File: src/rtl/uart_rx_oversampled.sv
// 8N1 UART receiver on a 16x oversampling tick: synchronise rx, validate start, mid-bit sample, emit byte or framing error.
// Latency: valid/frame_err pulse one cycle after the stop-sample tick; no backpressure, the consumer must take each pulse.
module uart_rx_oversampled #(
    parameter int SAMPLE_RATE = 16,
    parameter int DATA_BITS   = 8,
    parameter int SYNC_STAGES = 2
) (
    input  logic                 clk_in,
    input  logic                 rst_in,
    input  logic                 tick_in,
    input  logic                 rx_in,
    output logic [DATA_BITS-1:0] data_out,
    output logic                 valid_out,
    output logic                 frame_err_out,
    output logic                 busy_out
);

    localparam int TW = $clog2(SAMPLE_RATE);
    localparam int BW = $clog2(DATA_BITS + 1);
    localparam logic [TW-1:0] HALF_LAST = TW'(SAMPLE_RATE / 2 - 1);
    localparam logic [TW-1:0] BIT_LAST  = TW'(SAMPLE_RATE - 1);
    localparam logic [BW-1:0] DATA_LAST = BW'(DATA_BITS - 1);

    typedef enum logic [2:0] {
        IDLE,
        START,
        DATA,
        STOP,
        BRK
    } state_t;

    state_t                 state_q, state_d;
    logic [TW-1:0]          tick_cnt_q, tick_cnt_d;
    logic [BW-1:0]          bit_cnt_q, bit_cnt_d;
    logic [DATA_BITS-1:0]   shift_q, shift_d;
    logic [DATA_BITS-1:0]   data_q, data_d;
    logic                   valid_q, valid_d;
    logic                   err_q, err_d;
    logic [SYNC_STAGES-1:0] sync_q;
    logic                   rx_s;

    // Synchroniser resets to idle-high so reset release never looks like a start edge.
    always_ff @(posedge clk_in or posedge rst_in) begin
        if (rst_in) begin
            sync_q <= '1;
        end else begin
            sync_q <= {sync_q[SYNC_STAGES-2:0], rx_in};
        end
    end

    assign rx_s = sync_q[SYNC_STAGES-1];

    always_ff @(posedge clk_in or posedge rst_in) begin
        if (rst_in) begin
            state_q    <= IDLE;
            tick_cnt_q <= '0;
            bit_cnt_q  <= '0;
            shift_q    <= '0;
            data_q     <= '0;
            valid_q    <= 1'b0;
            err_q      <= 1'b0;
        end else begin
            state_q    <= state_d;
            tick_cnt_q <= tick_cnt_d;
            bit_cnt_q  <= bit_cnt_d;
            shift_q    <= shift_d;
            data_q     <= data_d;
            valid_q    <= valid_d;
            err_q      <= err_d;
        end
    end

    always_comb begin
        state_d    = state_q;
        tick_cnt_d = tick_cnt_q;
        bit_cnt_d  = bit_cnt_q;
        shift_d    = shift_q;
        data_d     = data_q;
        valid_d    = 1'b0;
        err_d      = 1'b0;
        if (tick_in) begin
            case (state_q)
                IDLE: begin
                    if (!rx_s) begin
                        state_d    = START;
                        tick_cnt_d = '0;
                    end
                end
                START: begin
                    // A start bit that is high again at its midpoint was a glitch.
                    if (tick_cnt_q == HALF_LAST) begin
                        tick_cnt_d = '0;
                        bit_cnt_d  = '0;
                        state_d    = rx_s ? IDLE : DATA;
                    end else begin
                        tick_cnt_d = tick_cnt_q + TW'(1);
                    end
                end
                DATA: begin
                    if (tick_cnt_q == BIT_LAST) begin
                        shift_d    = {rx_s, shift_q[DATA_BITS-1:1]};
                        tick_cnt_d = '0;
                        bit_cnt_d  = bit_cnt_q + BW'(1);
                        if (bit_cnt_q == DATA_LAST) begin
                            state_d = STOP;
                        end
                    end else begin
                        tick_cnt_d = tick_cnt_q + TW'(1);
                    end
                end
                STOP: begin
                    if (tick_cnt_q == BIT_LAST) begin
                        tick_cnt_d = '0;
                        if (rx_s) begin
                            data_d  = shift_q;
                            valid_d = 1'b1;
                            state_d = IDLE;
                        end else begin
                            err_d   = 1'b1;
                            state_d = BRK;
                        end
                    end else begin
                        tick_cnt_d = tick_cnt_q + TW'(1);
                    end
                end
                BRK: begin
                    if (rx_s) begin
                        state_d = IDLE;
                    end
                end
                default: state_d = IDLE;
            endcase
        end
    end

    assign data_out      = data_q;
    assign valid_out     = valid_q;
    assign frame_err_out = err_q;
    assign busy_out      = (state_q != IDLE);

endmodule

File: config.mk
export PLATFORM = sky130hd
export DESIGN_NAME = uart_rx_oversampled
export DESIGN_NICKNAME = d
export VERILOG_FILES = /design/src/rtl/uart_rx_oversampled.sv
export SDC_FILE = /design/constraint.sdc
export NUM_CORES = 1
export LEC_CHECK = 0
export BUFFER_PORTS_ARGS = -buffer_cell sky130_fd_sc_hd__buf_2
export CAP_MARGIN = 40
export CORE_AREA = 2 2 54 56
export DETAILED_ROUTE_END_ITERATION = 12
export DIE_AREA = 0 0 56 58
export GPL_TIMING_DRIVEN = 1
export PLACE_DENSITY = 0.69
export SYNTH_ARGS = -nofsm -noshare
export SYNTH_HDL_FRONTEND = slang
export SYNTH_SLANG_ARGS = --single-unit
File: constraint.sdc
create_clock -name clk_in -period 2 [get_ports clk_in]
set_input_delay 0.1 -clock clk_in [delete_from_list [all_inputs] [get_ports clk_in]]
set_output_delay 0.1 -clock clk_in [all_outputs]
set_load 0.01 [all_outputs]
==> metrics, run 1 <==
Synth Area in Simple Gates=0.131; post-detail-place hpwl=1.62 mm; height of the die=58 um; sequential cell area fraction in the yosys report=0.560; routed len/inst=14.1 um; Worst path top cell family by delay=simple AND/OR/NAND/NOR gates; CTS buffer count=5; clk buf depth=2; total track usage=0.163; Syn Area/Cell=12.6 um^2; # IOs=15; Leak=0.810 nW; layout cell share with drive strength beyond 1=0.383; post-route DRC violation count=0; PortBufs=14; DRT iter0 DRCs=46; FF+latch area=778 um^2; slowest CP cell=nor3_4; Pins Over Slew Limit=0; later-pin clock latency in the skew report=0.32 ns; worst setup path class=flop to flop; clock root cell=clkbuf_4; Placeable Area=2660 um^2; multiplexer area fraction after synthesis=0.145; Tmin final=1.77 ns; Top Metal Used=met4; Synth Area in Compound Gates=0.0990; TritonRoute pass-1 iters=4; total nets after synthesis=116; Ys Warns=0; nets=139; number of flops mapped to enable cells by yosys=0; Max Clock Freq=0.564 GHz; crit end category=flop; Least-Margin Pin Slew=0.437 ns; Reg2Reg Setup Slack=0.23 ns; Starting Density=0.522; Post-Route M1 WL=1.11 mm; crit share post-route=0.886; dpl cell area=1500 um^2; Netlist cell types=39; crit path DAT=1.98 ns; final instance area=1590 um^2; most frequent cell after synthesis=dfrtp_1; Synth Flop Type=dfrtp_1; Synth Area in Adders=0.0180; met3 wire length=103 um; main combinational cell family by area after synthesis=multiplexers; Die W=56 um; Clock transition at path regs=0.09 ns; worst vdd ir=572 uV; die area=3250 um^2; initial antenna violation count=0; pre-CTS setup slack=0.218 ns; Rows=19; Routed WL=2.31 mm; worst path buffer plus inverter count=0; # setup viols final=0; total gr overflow=0; Via density=5.52; top cells by area, synth=dfrtp_1, mux2_2, dfstp_2; first-pass GRT wire length=3.93 mm; GPL Wtd Cong=0.813; P&R area growth vs syn=14.6%; xor/xnor share of the synthesized area=0.00630; area of the multi-input gates=554 um^2; Worst Slack Setup Final=0.228 ns; largest net degree at the start of global routing=32; PD cells=1000 nW/um^2; Hold Path Class=input port to flop; TritonCTS clock tree=yes; WP data required=2.21 ns; Critical Path Max Stage Delay=0.45 ns; relative slew slack=0.708; leading area contributor after synthesis=dfrtp_1; critical path fanouts, max=9; total length of routed met2 wires=1.07 mm; register bit count reported by yosys=31; asr flop ratio synth=1.00; mapped cell area=1390 um^2; vias in the first global route=859; Post-CTS Resized=0; H-tree depth=2; critical-path cell list=ha_1 -> nand4_1 -> nor3_4 -> mux2_2; Vias=905; final hold violation count=0; critical path launch point type=flop; Filler cells=226; ant diodes=0; TNS Setup=0 ns; Yosys top cell area share=0.522; status=finished clean; clk sinks=31; Synth Instances=110; RSZ-0062 raised after global routing=false; Worst Skew=0.00701 ns; Max Cap Viol=0; fin util=0.598; Routed Antenna Nets=0; Post-synth top cells=dfrtp_1, mux2_2, nand2_1
==> worst paths after layout <==
check	cells after the start	start	to
setup reg to reg	4	tick_cnt_q[0]	data_out[7]
max in group asynchronous	4	rst_in	sync_q[0]
hold reg to reg	0	sync_q[0]	sync_q[1]
min in group asynchronous	4	rst_in	valid_out
hold / removal	2	tick_in	state_q[1]
setup / recovery	4	tick_cnt_q[0]	data_out[7]
==> kinds of logic (layout without fill, tap and decap cells) <==
| kind of cell | Yosys count | after routing |
|---|---|---|
| xor+xnor | 1 | 1 |
| mux | 18 | 18 |
| fa+ha+maj | 2 | 2 |
| buf+inv | 10 | 33 |
| flops | 31 | 31 |
| simple gates | 28 | 28 |
| compound gates | 20 | 20 |
==> cell usage in the layout (no fill, tap or decap), drive strengths merged, types with 2 or more instances in the layout <==
| cell type | Yosys | routed |
|---|---|---|
| a31oi | 2 | 2 |
| nor3 | 4 | 4 |
| o21ai | 5 | 5 |
| ha | 2 | 2 |
| nand4 | 2 | 2 |
| a21oi | 3 | 3 |
| dfstp | 2 | 2 |
| nand2 | 5 | 5 |
| clkbuf | 1 | 6 |
| nor2 | 4 | 4 |
| nand3 | 3 | 3 |
| dlygate4sd3 | 0 | 2 |
| mux2 | 17 | 17 |
| dfrtp | 29 | 29 |
| inv | 4 | 4 |
| o31ai | 2 | 2 |
| buf | 5 | 20 |
==> per-layer routing <==
metal / track usage / vias to the layer above
li1: - / 445
met1: 0.211 / 438
met3: 0.0804 / 2
met4: 0.0612 / 0
met5: 0 / -
met2: 0.239 / 20
==> per-stage QoR <==
step	hold WS, ns	total power, mW	cells
floorplan	0.104	1.07	110
global placement	0.192	1.13	155
detailed placement	0.192	1.15	155
CTS	0.0363	1.61	164
global route	0.0434	1.69	164
finish	0.0555	1.60	164
==> where the power goes <==
part	internal, mW	switching (mW)
logic	0.177	0.190
clock network	0.257	0.195
registers	0.694	0.0836
==> area by class of cell <==
cell class                 instances  area share
clock buffer                       6      0.0259
clock inverter                     1      0.0189
inverter                           4     0.00943
multi-input combinational         69       0.348
sequential                        31       0.489
tap                               31      0.0244
timing repair buffer              22      0.0848
==> worst register-to-register path: cells and delay by family (launching register included) <==
family | cells | cell delay (ns)
and+or+nand+nor | 2 | 0.66
DFF | 1 | 0.41
muxes | 1 | 0.38
adders and majority gates | 1 | 0.20
==> flip-flops by register name, summed over array words and instances (netlist names) <==
name,cells
valid_out,1
state_q,3
tick_cnt_q,4
sync_q,2
frame_err_out,1
shift_q,8
data_out,8
bit_cnt_q,4
==> timing repair <==
action,4_1_cts,5_1_grt
setup buffers,0,0
hold buffers,2,0
hold endpoints to repair,30,0
Note: power is estimated with default switching activity, not from simulation.
==> run 2: changes to the inputs <==
--- a/config.mk
+++ b/config.mk
@@ -12,6 +12,7 @@
 export DIE_AREA = 0 0 56 58
 export GPL_TIMING_DRIVEN = 1
 export PLACE_DENSITY = 0.69
+export REMOVE_ABC_BUFFERS = 1
 export SYNTH_ARGS = -nofsm -noshare
 export SYNTH_HDL_FRONTEND = slang
 export SYNTH_SLANG_ARGS = --single-unit
==> metrics, run 2 (same netlist as run 1, synthesis figures left out) <==
status=finished clean; Filler cells=231 (+2.2%); ant diodes=0 (unchanged); GPL Wtd Cong=0.814 (about the same); Gate power share=0.219 (-0.011); post-CTS setup buffer count=0 (unchanged); WP data required=2.21 ns (about the same); crit path DAT=1.96 ns (-0.02 ns); pre-CTS setup slack=0.247 ns (+0.0286 ns); Int Pwr=1.17 mW (+3.3%); Hold Path Depth=2 (unchanged); clk sinks=31 (unchanged); Leak=0.819 nW (+1.2%); worst r2r src=tick_cnt_q[0]; Starting Density=0.522 (unchanged); Worst Slack Setup Final=0.253 ns (+0.0258 ns); Vias=895 (-1.1%); largest net degree at the start of global routing=32 (unchanged); hold path start=tick_in; post-detail-place hpwl=1.63 mm (+0.65%); H-tree depth=2 (unchanged); crit share post-route=0.873 (-0.0129); Hold Path Class=input port to flop; RSZ-0062 raised after global routing=false; TNS Setup=0 ns (unchanged); Pins Over Slew Limit=0 (unchanged); Max Clock Freq=0.573 GHz (+1.5%); die area=3250 um^2 (unchanged); hold worst-path end=state_q[1]; most common cell after layout, fill and taps aside=dfrtp_1; # setup viols final=0 (unchanged); Routed WL=2.32 mm (+0.35%); RR Endpoint=data_out[5]; total track usage=0.163 (-0.000325); Routed Antenna Nets=0 (unchanged); nets=139 (unchanged); fin util=0.604 (+0.00564); TritonCTS clock tree=yes; post-route DRC violation count=0 (unchanged); initial antenna violation count=0 (unchanged); Via density=5.42 (-1.7%); TritonRoute pass-1 iters=4 (unchanged); first-pass GRT wire length=3.99 mm (+1.4%); worst r2r path cells=4 (unchanged); sequential share of power=0.473 (-0.014); final hold violation count=0 (unchanged); # IOs=15 (unchanged); total gr overflow=0 (unchanged); relative slew slack=0.694 (-0.0140); Reg2Reg Setup Slack=0.25 ns (+0.03 ns); Clock power frac=0.308 (+0.025); Worst Skew=0.00803 ns (+0.00102 ns); Post-CTS Resized=0 (unchanged); critical path fanouts, max=9 (unchanged); CTS buffer count=5 (unchanged); Rows=19 (unchanged); Die W=56 um (unchanged); worst vdd ir=803 uV (+40%); critical path launch point type=flop; switching part of the total=0.290 (-0.00325); clock root cell=clkbuf_4; net switching power=0.477 mW (+1.7%); worst setup path class=flop to flop; commonest cells after routing, fill and taps aside=dfrtp_1, mux2_2, buf_2; Clock transition at path regs=0.10 ns (about the same); Max Cap Viol=0 (unchanged); layout cell share with drive strength beyond 1=0.396 (+0.0121); PortBufs=14 (unchanged); Tmin final=1.75 ns (-0.0258 ns); DRT iter0 DRCs=12 (-74%); Placeable Area=2660 um^2 (unchanged); Hold-fix buffers, CTS=2 (unchanged); later-pin clock latency in the skew report=0.32 ns (about the same); Least-Margin Pin Slew=0.455 ns (+0.0175 ns); P&R area growth vs syn=15.7%; crit end category=flop; PD cells=1020 nW/um^2 (+1.9%); clk buf depth=2 (unchanged); height of the die=58 um (unchanged); routed len/inst=14.0 um (-0.26%); vias in the first global route=877 (+2.1%)
run 2: power by group through the flow:
stage / clock, mW / sequential (mW) / combinational [mW]
6_report: 0.506 / 0.777 / 0.360
5_1_grt: 0.557 / 0.787 / 0.402
4_1_cts: 0.527 / 0.775 / 0.363
3_5_place_dp: 0 / 0.787 / 0.360
3_3_place_gp: 0 / 0.781 / 0.352
2_1_floorplan: 0 / 0.785 / 0.244
run 2: final cells by class:
type,instances,area (um^2),share of cell area
tap,31,38.8,0.0241
timing repair buffer,22,135,0.0840
multi-input combinational,69,554,0.345
sequential,31,778,0.484
inverter,4,15.0,0.00934
clock inverter,2,35.0,0.0218
clock buffer,6,51.3,0.0319
run 2: worst max-delay path, stage by stage (launching register included):
cell and delay [ns]:
dfrtp_1 0.41, ha_1 0.19, nand4_1 0.18, nor3_4 0.46, mux2_2 0.39
run 2: stage by stage:
step	cells	cell area (um^2)	total power, mW	hold slack, ns
after floorplan	104	1350	1.03	0.104
after global placement	155	1500	1.13	0.190
after detailed placement	155	1500	1.15	0.193
after CTS	165	1610	1.67	0.0302
after global routing	165	1610	1.75	0.0364
final	165	1610	1.64	0.0405
run 2: worst max path at each step:
stage                        startpoint           to  slack (ns)  cells after the start
after floorplan              state_q[1]   shift_q[0]        0.25                      3
after global placement    tick_cnt_q[0]  data_out[6]        0.31                      4
after detailed placement  tick_cnt_q[0]  data_out[7]        0.25                      4
after CTS                 tick_cnt_q[0]  data_out[1]        0.22                      4
after global routing      tick_cnt_q[0]  data_out[0]        0.17                      4
final                     tick_cnt_q[0]  data_out[5]        0.25                      4
run 2: per-layer routing:
layer | track usage | vias to the layer above | share of wire
met4 | 0.0612 | 0 | 0.0069
li1 | - | 447 | -
met3 | 0.0692 | 2 | 0.038
met2 | 0.254 | 13 | 0.47
met1 | 0.204 | 433 | 0.48
met5 | 0 | - | 0
